<file path="config.mk">
export PLATFORM = sky130hd
export DESIGN_NAME = dec_to_bin
export DESIGN_NICKNAME = d
export VERILOG_FILES = /design/src/rtl/dec_to_bin_pkg.sv /design/src/rtl/dec_to_bin_bcd_digit_adjust.sv /design/src/rtl/dec_to_bin.sv
export SDC_FILE = /design/constraint.sdc
export NUM_CORES = 1
export LEC_CHECK = 0
export BUFFER_PORTS_ARGS = -buffer_cell sky130_fd_sc_hd__buf_2
export CORE_ASPECT_RATIO = 1.2
export CORE_MARGIN = 5
export CORE_UTILIZATION = 40
export DETAILED_ROUTE_END_ITERATION = 6
export GPL_ROUTABILITY_DRIVEN = 0
export PLACE_DENSITY = 0.61
export SLEW_MARGIN = 20
export SYNTH_ARGS = -nofsm -noshare
export SYNTH_HDL_FRONTEND = slang
export SYNTH_SLANG_ARGS = --single-unit
</file>
<file path="constraint.sdc">
create_clock -name clock -period 1.95 [get_ports clock]
set_input_delay 0.2925 -clock clock [delete_from_list [all_inputs] [get_ports clock]]
set_output_delay 0.2925 -clock clock [all_outputs]
set_load 0.01 [all_outputs]
</file>
<file path="src/rtl/dec_to_bin_pkg.sv">
// -----------------------------------------------------------------------------
// dec_to_bin_pkg
// Shared types and constants for the sequential BCD-to-binary converter.
//   state_t    : controller states (IDLE, SHIFT, DONE)
//   NUM_DIGITS : number of packed BCD digits accepted per conversion
//   BCD_WIDTH  : width of the packed BCD operand / binary accumulator
//   ITERATIONS : shift iterations per conversion (one bit per clock)
//   bcd_invalid: true when any 4-bit digit of a packed BCD word exceeds 9
// -----------------------------------------------------------------------------
package dec_to_bin_pkg;

  typedef enum logic [1:0] {
    IDLE  = 2'd0,
    SHIFT = 2'd1,
    DONE  = 2'd2
  } state_t;

  localparam int NUM_DIGITS = 4;
  localparam int BCD_WIDTH  = 16;
  localparam int ITERATIONS = 16;

  function automatic logic bcd_invalid(input logic [BCD_WIDTH-1:0] word);
    logic bad;
    bad = 1'b0;
    for (int i = 0; i < NUM_DIGITS; i++) begin
      if (word[4*i +: 4] > 4'd9) bad = 1'b1;
    end
    return bad;
  endfunction

endpackage

</file>
<file path="src/rtl/dec_to_bin_bcd_digit_adjust.sv">
// -----------------------------------------------------------------------------
// bcd_digit_adjust
// Combinational per-digit correction for reverse double-dabble: a digit that
// received a shifted-in weight of 8 actually represents 5, so subtract 3.
//   digit_in  : 4-bit BCD digit after the shift
//   digit_out : digit_in - 3 when digit_in >= 8, else digit_in (4-bit, no borrow)
// -----------------------------------------------------------------------------
module bcd_digit_adjust (
  input  logic [3:0] digit_in,
  output logic [3:0] digit_out
);

  always_comb begin
    digit_out = digit_in;
    if (digit_in >= 4'd8) digit_out = digit_in - 4'd3;
  end

endmodule

</file>
<file path="src/rtl/dec_to_bin.sv">
// -----------------------------------------------------------------------------
// dec_to_bin
// Sequential BCD-to-binary converter (reverse shift-and-subtract-3), one bit
// per clock. 16 SHIFT cycles plus one DONE cycle; result and done pulse appear
// 17 cycles after the start-sampling edge.
//
// Ports:
//   clock   : rising-edge clock
//   resetn  : asynchronous active-low reset
//   start   : conversion request, sampled only in IDLE
//   ten_0..ten_3 : BCD ones / tens / hundreds / thousands digits
//   binary  : registered result (zero-extended), held until next result
//   busy    : high whenever the controller is not in IDLE
//   done    : one-cycle pulse coinciding with a new binary value
//   err     : registered with binary; invalid-digit flag
//
// Optional feature: define BCD_DIGIT_CHECK_EN to flag digits > 9 at capture;
// a flagged conversion then returns binary = 0 with err = 1. Without the macro
// err is tied low and invalid digits simply run through the algorithm.
// -----------------------------------------------------------------------------
module dec_to_bin
  import dec_to_bin_pkg::*;
#(
  parameter int OUT_WIDTH = 32
) (
  input  logic                 clock,
  input  logic                 resetn,
  input  logic                 start,
  input  logic [3:0]           ten_0,
  input  logic [3:0]           ten_1,
  input  logic [3:0]           ten_2,
  input  logic [3:0]           ten_3,
  output logic [OUT_WIDTH-1:0] binary,
  output logic                 busy,
  output logic                 done,
  output logic                 err
);

  state_t                 state_q, state_d;
  logic [BCD_WIDTH-1:0]   bcd_q, bcd_d;
  logic [BCD_WIDTH-1:0]   acc_q, acc_d;
  logic [3:0]             cnt_q, cnt_d;
  logic [OUT_WIDTH-1:0]   binary_q, binary_d;
  logic                   done_q, done_d;

  // {bcd,acc} shifted right as one 32-bit unit: bcd[0] drops into acc[15].
  logic [2*BCD_WIDTH-1:0] shift_w;
  logic [BCD_WIDTH-1:0]   bcd_adj;

  assign shift_w = {bcd_q, acc_q} >> 1;

  for (genvar g = 0; g < NUM_DIGITS; g++) begin : g_adj
    bcd_digit_adjust u_adj (
      .digit_in  (shift_w[BCD_WIDTH + 4*g +: 4]),
      .digit_out (bcd_adj[4*g +: 4])
    );
  end

`ifdef BCD_DIGIT_CHECK_EN
  logic flag_q, flag_d;
  logic err_q, err_d;
`endif

  always_comb begin
    state_d  = state_q;
    bcd_d    = bcd_q;
    acc_d    = acc_q;
    cnt_d    = cnt_q;
    binary_d = binary_q;
    done_d   = 1'b0;
`ifdef BCD_DIGIT_CHECK_EN
    flag_d   = flag_q;
    err_d    = err_q;
`endif
    unique case (state_q)
      IDLE: begin
        if (start) begin
          bcd_d   = {ten_3, ten_2, ten_1, ten_0};
          acc_d   = '0;
          cnt_d   = '0;
          state_d = SHIFT;
`ifdef BCD_DIGIT_CHECK_EN
          flag_d  = bcd_invalid({ten_3, ten_2, ten_1, ten_0});
`endif
        end
      end
      SHIFT: begin
        bcd_d = bcd_adj;
        acc_d = shift_w[BCD_WIDTH-1:0];
        cnt_d = cnt_q + 4'd1;
        if (cnt_q == 4'(ITERATIONS - 1)) state_d = DONE;
      end
      DONE: begin
        binary_d = OUT_WIDTH'(acc_q);
        done_d   = 1'b1;
        state_d  = IDLE;
`ifdef BCD_DIGIT_CHECK_EN
        err_d    = flag_q;
        if (flag_q) binary_d = '0;
`endif
      end
      default: state_d = IDLE;
    endcase
  end

  always_ff @(posedge clock or negedge resetn) begin
    if (!resetn) begin
      state_q  <= IDLE;
      bcd_q    <= '0;
      acc_q    <= '0;
      cnt_q    <= '0;
      binary_q <= '0;
      done_q   <= 1'b0;
    end else begin
      state_q  <= state_d;
      bcd_q    <= bcd_d;
      acc_q    <= acc_d;
      cnt_q    <= cnt_d;
      binary_q <= binary_d;
      done_q   <= done_d;
    end
  end

`ifdef BCD_DIGIT_CHECK_EN
  always_ff @(posedge clock or negedge resetn) begin
    if (!resetn) begin
      flag_q <= 1'b0;
      err_q  <= 1'b0;
    end else begin
      flag_q <= flag_d;
      err_q  <= err_d;
    end
  end

  assign err = err_q;
`else
  assign err = 1'b0;
`endif

  assign binary = binary_q;
  assign done   = done_q;
  assign busy   = (state_q != IDLE);

endmodule
</file>
# Word level (Yosys, flattened, before mapping)
# Index checks and enable logic that the tools add are counted.
# totals
inputBits	19
ff_bits	55
wordCells	39
# op_classes
mux	14
reduce_logical	5
n_lt_le_gt_ge	4
n_eq_ne	5
add_sub_neg	5
# op_table
op	n
$pmux 16 s2	2
$mux 16	2
$mux 4	5
$ge 4x4->1 const B	3
$sub 4x2->4 const B	3
$pmux 4 s2	1
$add 4x1->4 const B	1
$eq 4x4->1 const B	1
$ge 3x4->1 const B	1
$mux 2	2
$ne 2x2->1 const B	2
$pmux 2 s2	1
$reduce_and 2->1	2
$reduce_bool 2->1	2
$sub 3x2->4 const B	1
$eq 2x1->1 const B	1
$eq 2x2->1 const B	1
$logic_not 2->1	1
$mux 1	1

# Logic depth before layout (Yosys ltp)
# Gate-level depths: netlist of run 1.
# depth
ltp_word	3
depth_mapped	5

# Modules after synthesis
# A second synthesis of run 1 with hierarchy kept.
# unflattened
hier_cells	246
hier_area_um2	2792.7
# by_module_without_submodules
module	n_inst	area_each_um2	cells_per_inst	seq_area_each_um2
dec_to_bin	1	2487.4	202	1376.3
bcd_digit_adjust	4	76.3	11	0.0

# Least setup slack after synthesis of run 1
# Ideal clock, no wire load.
# synth_timing
path_kind	reg-to-reg
from	reg state_q[1]
to	reg binary_q[10], in the netlist binary[10]
synth_period_minus_slack_ps	1258
setup_slack_ps	692
t_arrival_ps	1133
n_path_buf	2
stages_incl_launch_ff	5
path_cell_list	dfrtp_1 -> nand2b_1 -> buf_2 -> buf_6 -> mux2_4
# synth_via
elab_chain_len	1
# synth_lines
element	line_no	source
start: declaration	dec_to_bin.sv:39	state_t state_q, state_d;
start signal: assignment	dec_to_bin.sv:115	state_q <= state_d;
$eq 2x2->1	dec_to_bin.sv:75	unique case (state_q)
end signal: assignment	dec_to_bin.sv:119	binary_q <= binary_d;
end: declaration	dec_to_bin.sv:43	logic [OUT_WIDTH-1:0] binary_q, binary_d;
# No other way between the ends.
# A chain may end at the register's enable or synchronous reset.

# Final worst setup path of run 1
# layout_timing
from	reg state_q[1]
to	out busy
# layout_via
elab_chain_len	1
# layout_lines
element	line_no	source
$reduce_bool 2->1	dec_to_bin.sv:142	assign busy = (state_q != IDLE);
end: declaration	dec_to_bin.sv:34	output logic busy,
# No other way between the ends.

==> impl_metrics.env, run 1 <==
export IMPL_status="finished clean"
export IMPL_cts_buffers=5
export IMPL_fin_area_sq_um=2930
export IMPL_cts_max_level=2
export IMPL_port_buffer_count=36
export IMPL_dpl_hpwl_mm=3.47
export IMPL_antennaDiodeCount=0
export IMPL_p_leak_uw=0.00150
export IMPL_worst_path_buf_inv=2
export IMPL_worstRegToRegCells=3
export IMPL_grt_start_max_net_pins=56
export IMPL_die_area_sq_um=8240
export IMPL_groute_usage_overall_pct=13.0
export IMPL_netlist_area_sq_um=2610
export IMPL_cap_viol_max_count=0
export IMPL_synthAdderAreaFrac_pct=3.36
export IMPL_synth_seq_area_share_pct=52.8
export IMPL_clk_latency_ns=0.31
export IMPL_die_height_microns=98.4
export IMPL_antenna_found_initial=0
export IMPL_path_max_fanout=17
export IMPL_vias=1698
export IMPL_timing_final_crit_share_pct=84.5
export IMPL_placed_cell_area_sq_um=2810
export IMPL_synth_top_family_by_area="compound AO/OA/AOI/OAI gates"
export IMPL_crit_path_end_kind="output pin"
export IMPL_holdPathEnd="bcd_q[6]"
export IMPL_nets=283
export IMPL_yosys_mux_area_fraction_pct=8.21
export IMPL_dp_slack_ns=0.458
export IMPL_grt_overflow_total=0
export IMPL_synth_edf_count=0
export IMPL_clkSlewWorstSetupHoldPaths_ns=0.10
export IMPL_hold_class="in -> reg"
export IMPL_synthFlopType="dfrtp_1"
export IMPL_path_class="reg -> out"
export IMPL_hp_start="ten_1[2]"
export IMPL_drv_slew=0
export IMPL_critPathLaunchType="register"
export IMPL_via_per_inst=4.96
export IMPL_route_detailed_drc=0
export IMPL_yosys_area_share_simple_pct=6.53
export IMPL_setup_ws_ns=0.302
export IMPL_ys_types=36
export IMPL_finalPower_uw=4370
export IMPL_core_sq_um=6410
export IMPL_setup_viol=0
export IMPL_reg2reg_setup_slack_ns=0.45
export IMPL_post_cts_setup_buffer_count=0
export IMPL_whs_ns=0.259
export IMPL_ant_nets=0
export IMPL_tritoncts_num_sinks=55
export IMPL_async_flop_share_pct=100
export IMPL_synth_compound_area_share_pct=17.7
export IMPL_peakVddDrop_uv=791
export IMPL_critical_path_top_delay_family="flip-flops"
export IMPL_grt_pass1_vias=1745
export IMPL_routed_wl_mm=5.01
export IMPL_layout_drive_gt1_share_pct=26.5
export IMPL_min_path_cells=3
export IMPL_die_w_microns=83.7
export IMPL_initial_utilization_pct=40.7
export IMPL_r2r_end="bcd_q[8]"
export IMPL_rsz0062_at_grt="no"
export IMPL_period_needed_ns=1.65
export IMPL_worstPathArrival_ns=1.36
export IMPL_p_per_area_nw_per_um2=1490
export IMPL_postSynthCellCount=220
export IMPL_syn_avg_cell_area_sq_um=11.8
export IMPL_synth_xor_area_share_pct=2.02
export IMPL_cts_root_buf="clkbuf_8"
export IMPL_clock_path_buffers=2
export IMPL_grt_pass1_wl_mm=8.83
export IMPL_firstDrtPassIters=4
export IMPL_hold_viol=0
export IMPL_path_cells="nor2_1 > inv_1 > buf_2"
export IMPL_setup_tns_ns=0
export IMPL_crit_required_ns=1.66
export IMPL_rows=32
export IMPL_ys_ff_latch=55
export IMPL_fmaxAchievable_mhz=607
export IMPL_r2r_start="state_q[1]"
export IMPL_wl_per_cell_microns=14.6
export IMPL_crit_path_top_delay_cell="dfrtp_1"
export IMPL_yosys_warnings=0
export IMPL_drt_iter0_drc=71
export IMPL_max_stage_delay_ns=0.56
export IMPL_cts_tree="yes"
export IMPL_skew_ns=0.00520
export IMPL_syn_to_final_growth_pct=12.3
export IMPL_ioPinCount=54
[where the power goes]
group | internal, uW | switching, uW | total, uW
sequential | 1590 | 408 | 1990
combinational | 864 | 766 | 1630
clock | 376 | 367 | 743
[synthesized netlist by cell type (7+ instances only)]
master	instances	area share [%]
o21ai_0	10	1.9
buf_4	19	5.5
nand2_1	10	1.4
nor2b_1	8	1.9
a22o_1	17	5.7
dfrtp_1	55	53
mux2_4	9	5.2
inv_1	10	1.4
a21oi_1	7	1.3
mux2_2	7	3.0
a31oi_1	7	1.7
ha_1	7	3.4
[flip-flops by register name (all words and copies together) (netlist names)]
| name | count |
|---|---|
| state_q | 2 |
| acc_q | 16 |
| bcd_q | 16 |
| done | 1 |
| binary | 16 |
| cnt_q | 4 |
[metrics by stage]
| stage | util (%) | cells |
|---|---|---|
| after floorplan | - | 236 |
| after global placement | 43.9 | 334 |
| after detailed placement | 43.9 | 334 |
| after CTS | 45.7 | 342 |
| after global routing | 45.7 | 342 |
| final | 45.7 | 342 |
[layout make-up]
cell class	instances	area (sq um)
inverters	10	37.5
repair buffers	43	248
clock buffers	5	68.8
well taps	85	106
fillers	613	3480
flip-flops and latches	55	1380
clock inverters	2	37.5
multi-input cells	142	1050
[worst register-to-register path: stages (launching register included)]
cell	delay (ns)
dfrtp_1	0.65
inv_1	0.27
and3_1	0.23
a221o_1	0.25
[how the worst max path moves through the flow]
stage	slack, ns	cells after the start	to	startpoint
6_report	0.30	3	busy	state_q[1]
4_1_cts	0.29	3	busy	state_q[1]
3_5_place_dp	0.46	3	bcd_q[8]	state_q[1]
3_3_place_gp	0.49	3	binary[4]	state_q[1]
5_1_grt	0.15	3	busy	state_q[1]
2_1_floorplan	0.69	4	binary[10]	state_q[1]
[kinds of logic (layout without fill, tap and decap cells)]
family,Yosys count,after routing
fa+ha+maj,7,7
compound gates,63,63
flops,55,55
xor+xnor,6,6
other cells,1,17
mux,16,16
buf+inv,39,60
simple gates,33,33
[per-layer routing]
layer	track usage, %	vias to the layer above	share of wire, %
met5	0	-	0
met4	3.71	0	0.94
met3	3.85	5	6.2
met2	19.3	46	45
met1	18.7	829	48
li1	-	818	-
[placed cells by master, fill, tap and decap left out, types with 2 or more instances in the layout]
master	count
mux2_4	9
a41oi_1	2
nor2_1	6
buf_2	36
nand2_1	10
buf_4	5
a31oi_1	7
o211a_1	3
a22o_1	17
nor2b_1	7
dfrtp_1	55
o22ai_1	6
a21oi_1	7
nand2b_1	3
nand3_1	2
o21ai_0	10
mux2_2	7
a221oi_1	2
xnor2_1	5
clkbuf_8	5
o32ai_1	2
inv_1	10
and3b_1	2
conb_1	17
ha_1	7
[repair_timing]
item,CTS,global route
hold buffers,1,0
resized for setup,0,0
endpoints found under the hold margin,55,0
(Power assumes the default switching activity.)
==> inputs of run 2 (changes only) <==
--- a/config.mk
+++ b/config.mk
@@ -5,13 +5,14 @@
 export SDC_FILE = /design/constraint.sdc
 export NUM_CORES = 1
 export LEC_CHECK = 0
+export ABC_AREA = 1
 export BUFFER_PORTS_ARGS = -buffer_cell sky130_fd_sc_hd__buf_2
 export CORE_ASPECT_RATIO = 1.2
 export CORE_MARGIN = 5
 export CORE_UTILIZATION = 40
 export DETAILED_ROUTE_END_ITERATION = 6
 export GPL_ROUTABILITY_DRIVEN = 0
-export PLACE_DENSITY = 0.61
+export PLACE_DENSITY = 0.64
 export SLEW_MARGIN = 20
 export SYNTH_ARGS = -nofsm -noshare
 export SYNTH_HDL_FRONTEND = slang
==> constraint.sdc (replaced) <==
create_clock -name clock -period 1.4 [get_ports clock]
set_input_delay 0.21 -clock clock [delete_from_list [all_inputs] [get_ports clock]]
set_output_delay 0.21 -clock clock [all_outputs]
set_load 0.01 [all_outputs]
==> impl_metrics.env, run 2 <==
export IMPL_timing_final_crit_share_pct=89.3
export IMPL_p_leak_uw=0.00149
export IMPL_cts_root_buf="clkbuf_8"
export IMPL_critical_path_top_delay_family="flip-flops"
export IMPL_die_w_microns=82.8
export IMPL_hold_class="in -> reg"
export IMPL_routed_wl_mm=4.85
export IMPL_cts_max_level=2
export IMPL_post_cts_setup_buffer_count=0
export IMPL_yosys_area_share_simple_pct=18.2
export IMPL_setup_ws_ns=0.150
export IMPL_initial_utilization_pct=41.5
export IMPL_final_common_cell="nand2_1"
export IMPL_ys_ff_latch=55
export IMPL_p_per_area_nw_per_um2=1910
export IMPL_layout_drive_gt1_share_pct=17.6
export IMPL_synthAdderAreaFrac_pct=3.44
export IMPL_synth_top_area_share_pct=54.1
export IMPL_syn_avg_cell_area_sq_um=8.86
export IMPL_nets=355
export IMPL_crit_required_ns=1.19
export IMPL_cts_tree="yes"
export IMPL_dp_slack_ns=0.170
export IMPL_fin_area_sq_um=2940
export IMPL_ys_types=20
export IMPL_intPower_uw=3520
export IMPL_path_cells="nor2_1 > inv_1 > buf_2"
export IMPL_cts_resized=0
export IMPL_grt_pass1_vias=1874
export IMPL_synth_compound_area_share_pct=11.3
export IMPL_via_per_inst=4.68
export IMPL_vias=1930
export IMPL_antennaDiodeCount=0
export IMPL_firstDrtPassIters=4
export IMPL_path_max_fanout=4
export IMPL_synth_most_common_cell="nand2_1"
export IMPL_die_area_sq_um=8060
export IMPL_hold_viol=0
export IMPL_path_class="reg -> out"
export IMPL_synth_edf_count=0
export IMPL_syn_to_final_growth_pct=15.6
export IMPL_grt_overflow_total=0
export IMPL_cts_buffers=5
export IMPL_ioPinCount=54
export IMPL_async_flop_share_pct=100
export IMPL_route_detailed_drc=0
export IMPL_crit_path_top_delay_cell="dfrtp_1"
export IMPL_fin_cells=412
export IMPL_tritoncts_num_sinks=55
export IMPL_synthFlopType="dfrtp_1"
export IMPL_setup_tns_ns=0
export IMPL_drt_iter0_drc=96
export IMPL_layout_common_cells="59 x nand2_1, 55 x dfrtp_1, 36 x buf_2, 34 x inv_1, 31 x nand3_1"
export IMPL_postSynthCellCount=287
export IMPL_crit_path_end_kind="output pin"
export IMPL_p_seq_share_pct=45.5
export IMPL_switching_power_uw=2080
export IMPL_worst_path_buf_inv=2
export IMPL_clock_path_buffers=2
export IMPL_skew_ns=0.00983
export IMPL_synth_xor_area_share_pct=0.344
export IMPL_synthTopCellsByArea="dfrtp_1 54%, nand2_1 8.7%, nand3_1 6.1%, o21ai_0 5.9%, buf_4 5.6%"
export IMPL_core_sq_um=6130
export IMPL_peakVddDrop_uv=833
export IMPL_p_comb_share_pct=35.7
export IMPL_ant_nets=0
export IMPL_clkSlewWorstSetupHoldPaths_ns=0.10
export IMPL_placed_cells=403
export IMPL_yosys_mux_area_fraction_pct=0
export IMPL_antenna_found_initial=0
export IMPL_synth_seq_area_share_pct=54.1
export IMPL_wl_per_cell_microns=11.8
export IMPL_dpl_hpwl_mm=3.50
export IMPL_clk_latency_ns=0.31
export IMPL_placed_cell_area_sq_um=2820
export IMPL_groute_usage_overall_pct=13.0
export IMPL_critPathLaunchType="register"
export IMPL_grt_start_max_net_pins=56
export IMPL_worstPathArrival_ns=1.04
export IMPL_rows=31
export IMPL_switching_share_pct=37.1
export IMPL_clkPwrFrac_pct=18.8
export IMPL_port_buffer_count=36
export IMPL_yosys_warnings=0
export IMPL_synthTopCellsByCount="59 x nand2_1, 55 x dfrtp_1, 34 x inv_1"
export IMPL_period_needed_ns=1.25
export IMPL_cap_viol_max_count=0
export IMPL_setup_viol=0
export IMPL_status="finished clean"
export IMPL_fmaxAchievable_mhz=800
export IMPL_netlist_area_sq_um=2540
export IMPL_grt_pass1_wl_mm=8.32
export IMPL_max_stage_delay_ns=0.44
export IMPL_drv_slew=0
export IMPL_synth_top_family_by_area="simple AND/OR/NAND/NOR gates"
export IMPL_yosysTopAreaCell="dfrtp_1"
export IMPL_rsz0062_at_grt="no"
export IMPL_die_height_microns=97.3
==> run 2: cell types whose count changed after synthesis, moves of 7 or more <==
cell     change
a22o_1      -17
a31oi_1      -7
inv_1       +24
mux2_2       -7
mux2_4       -9
nand2_1     +49
nand3_1     +29
nor2b_1      -8
o21ai_0     +20
o22ai_1      +9
==> run 2: power by group through the flow <==
stage	combinational, uW	sequential [uW]	clock (uW)
detailed placement	2030	2580	0
global placement	1970	2560	0
CTS	2030	2550	1080
finish	2000	2550	1050
floorplan	1440	2550	0
global route	2330	2630	1160
==> run 2: path summary, 6_finish.rpt <==
check                           start   endpoint  slack (ns)  cells after the start
setup / recovery           state_q[0]       busy        0.15                      3
hold / removal               ten_2[0]   bcd_q[8]        0.11                      3
setup reg to reg           state_q[1]  bcd_q[11]        0.16                      5
hold reg to reg             binary[7]  binary[7]        0.49                      2
max in group asynchronous      resetn  bcd_q[12]        0.74                      3
min in group asynchronous      resetn  binary[2]        0.43                      3
==> run 2: worst register-to-register path: stages, from the launching register on <==
cell and delay, ns:
dfrtp_1 0.41, inv_1 0.09, nand2_1 0.12, buf_4 0.21, o21ai_0 0.21, a21oi_1 0.09
==> run 2: cell families (layout without fill, tap and decap cells) <==
logic type	after synthesis	after routing
AND/OR/NAND/NOR	107	107
buffers and inverters	63	90
flip-flops	55	55
AO/OA/AOI/OAI	53	53
adder cells (fa/ha/maj)	7	7
other	1	17
XOR/XNOR	1	1
==> run 2: cell type report <==
type	count	area, sq um
Clock buffer	5	68.8
Fill cell	603	3190
Tap cell	82	103
Timing Repair Buffer	48	310
Multi-Input combinational cell	185	908
Clock inverter	3	46.3
Inverter	34	128
Sequential cell	55	1380
==> run 2: repair_timing <==
| action | CTS | global route |
|---|---|---|
| endpoints found under the hold margin | 55 | 0 |
| endpoints found under the setup margin | 0 | 0 |
| hold buffers | 1 | 0 |
==> run 2: layer usage <==
layer / global-route usage [%] / wire length [microns] / vias to the layer above
met1: 16.5 / 2160 / 908
met2: 21.7 / 2400 / 43
met5: 0 / 0 / -
met4: 3.40 / 46 / 0
li1: - / - / 974
met3: 3.15 / 232 / 5
==> run 2: per-stage QoR <==
step | total power, uW | hold slack (ns) | util [%]
finish | 5600 | 0.112 | 48.0
CTS | 5670 | 0.108 | 48.0
global placement | 4530 | 0.232 | 45.9
detailed placement | 4610 | 0.230 | 45.9
floorplan | 3980 | -0.0856 | -
global route | 6130 | 0.0984 | 48.0
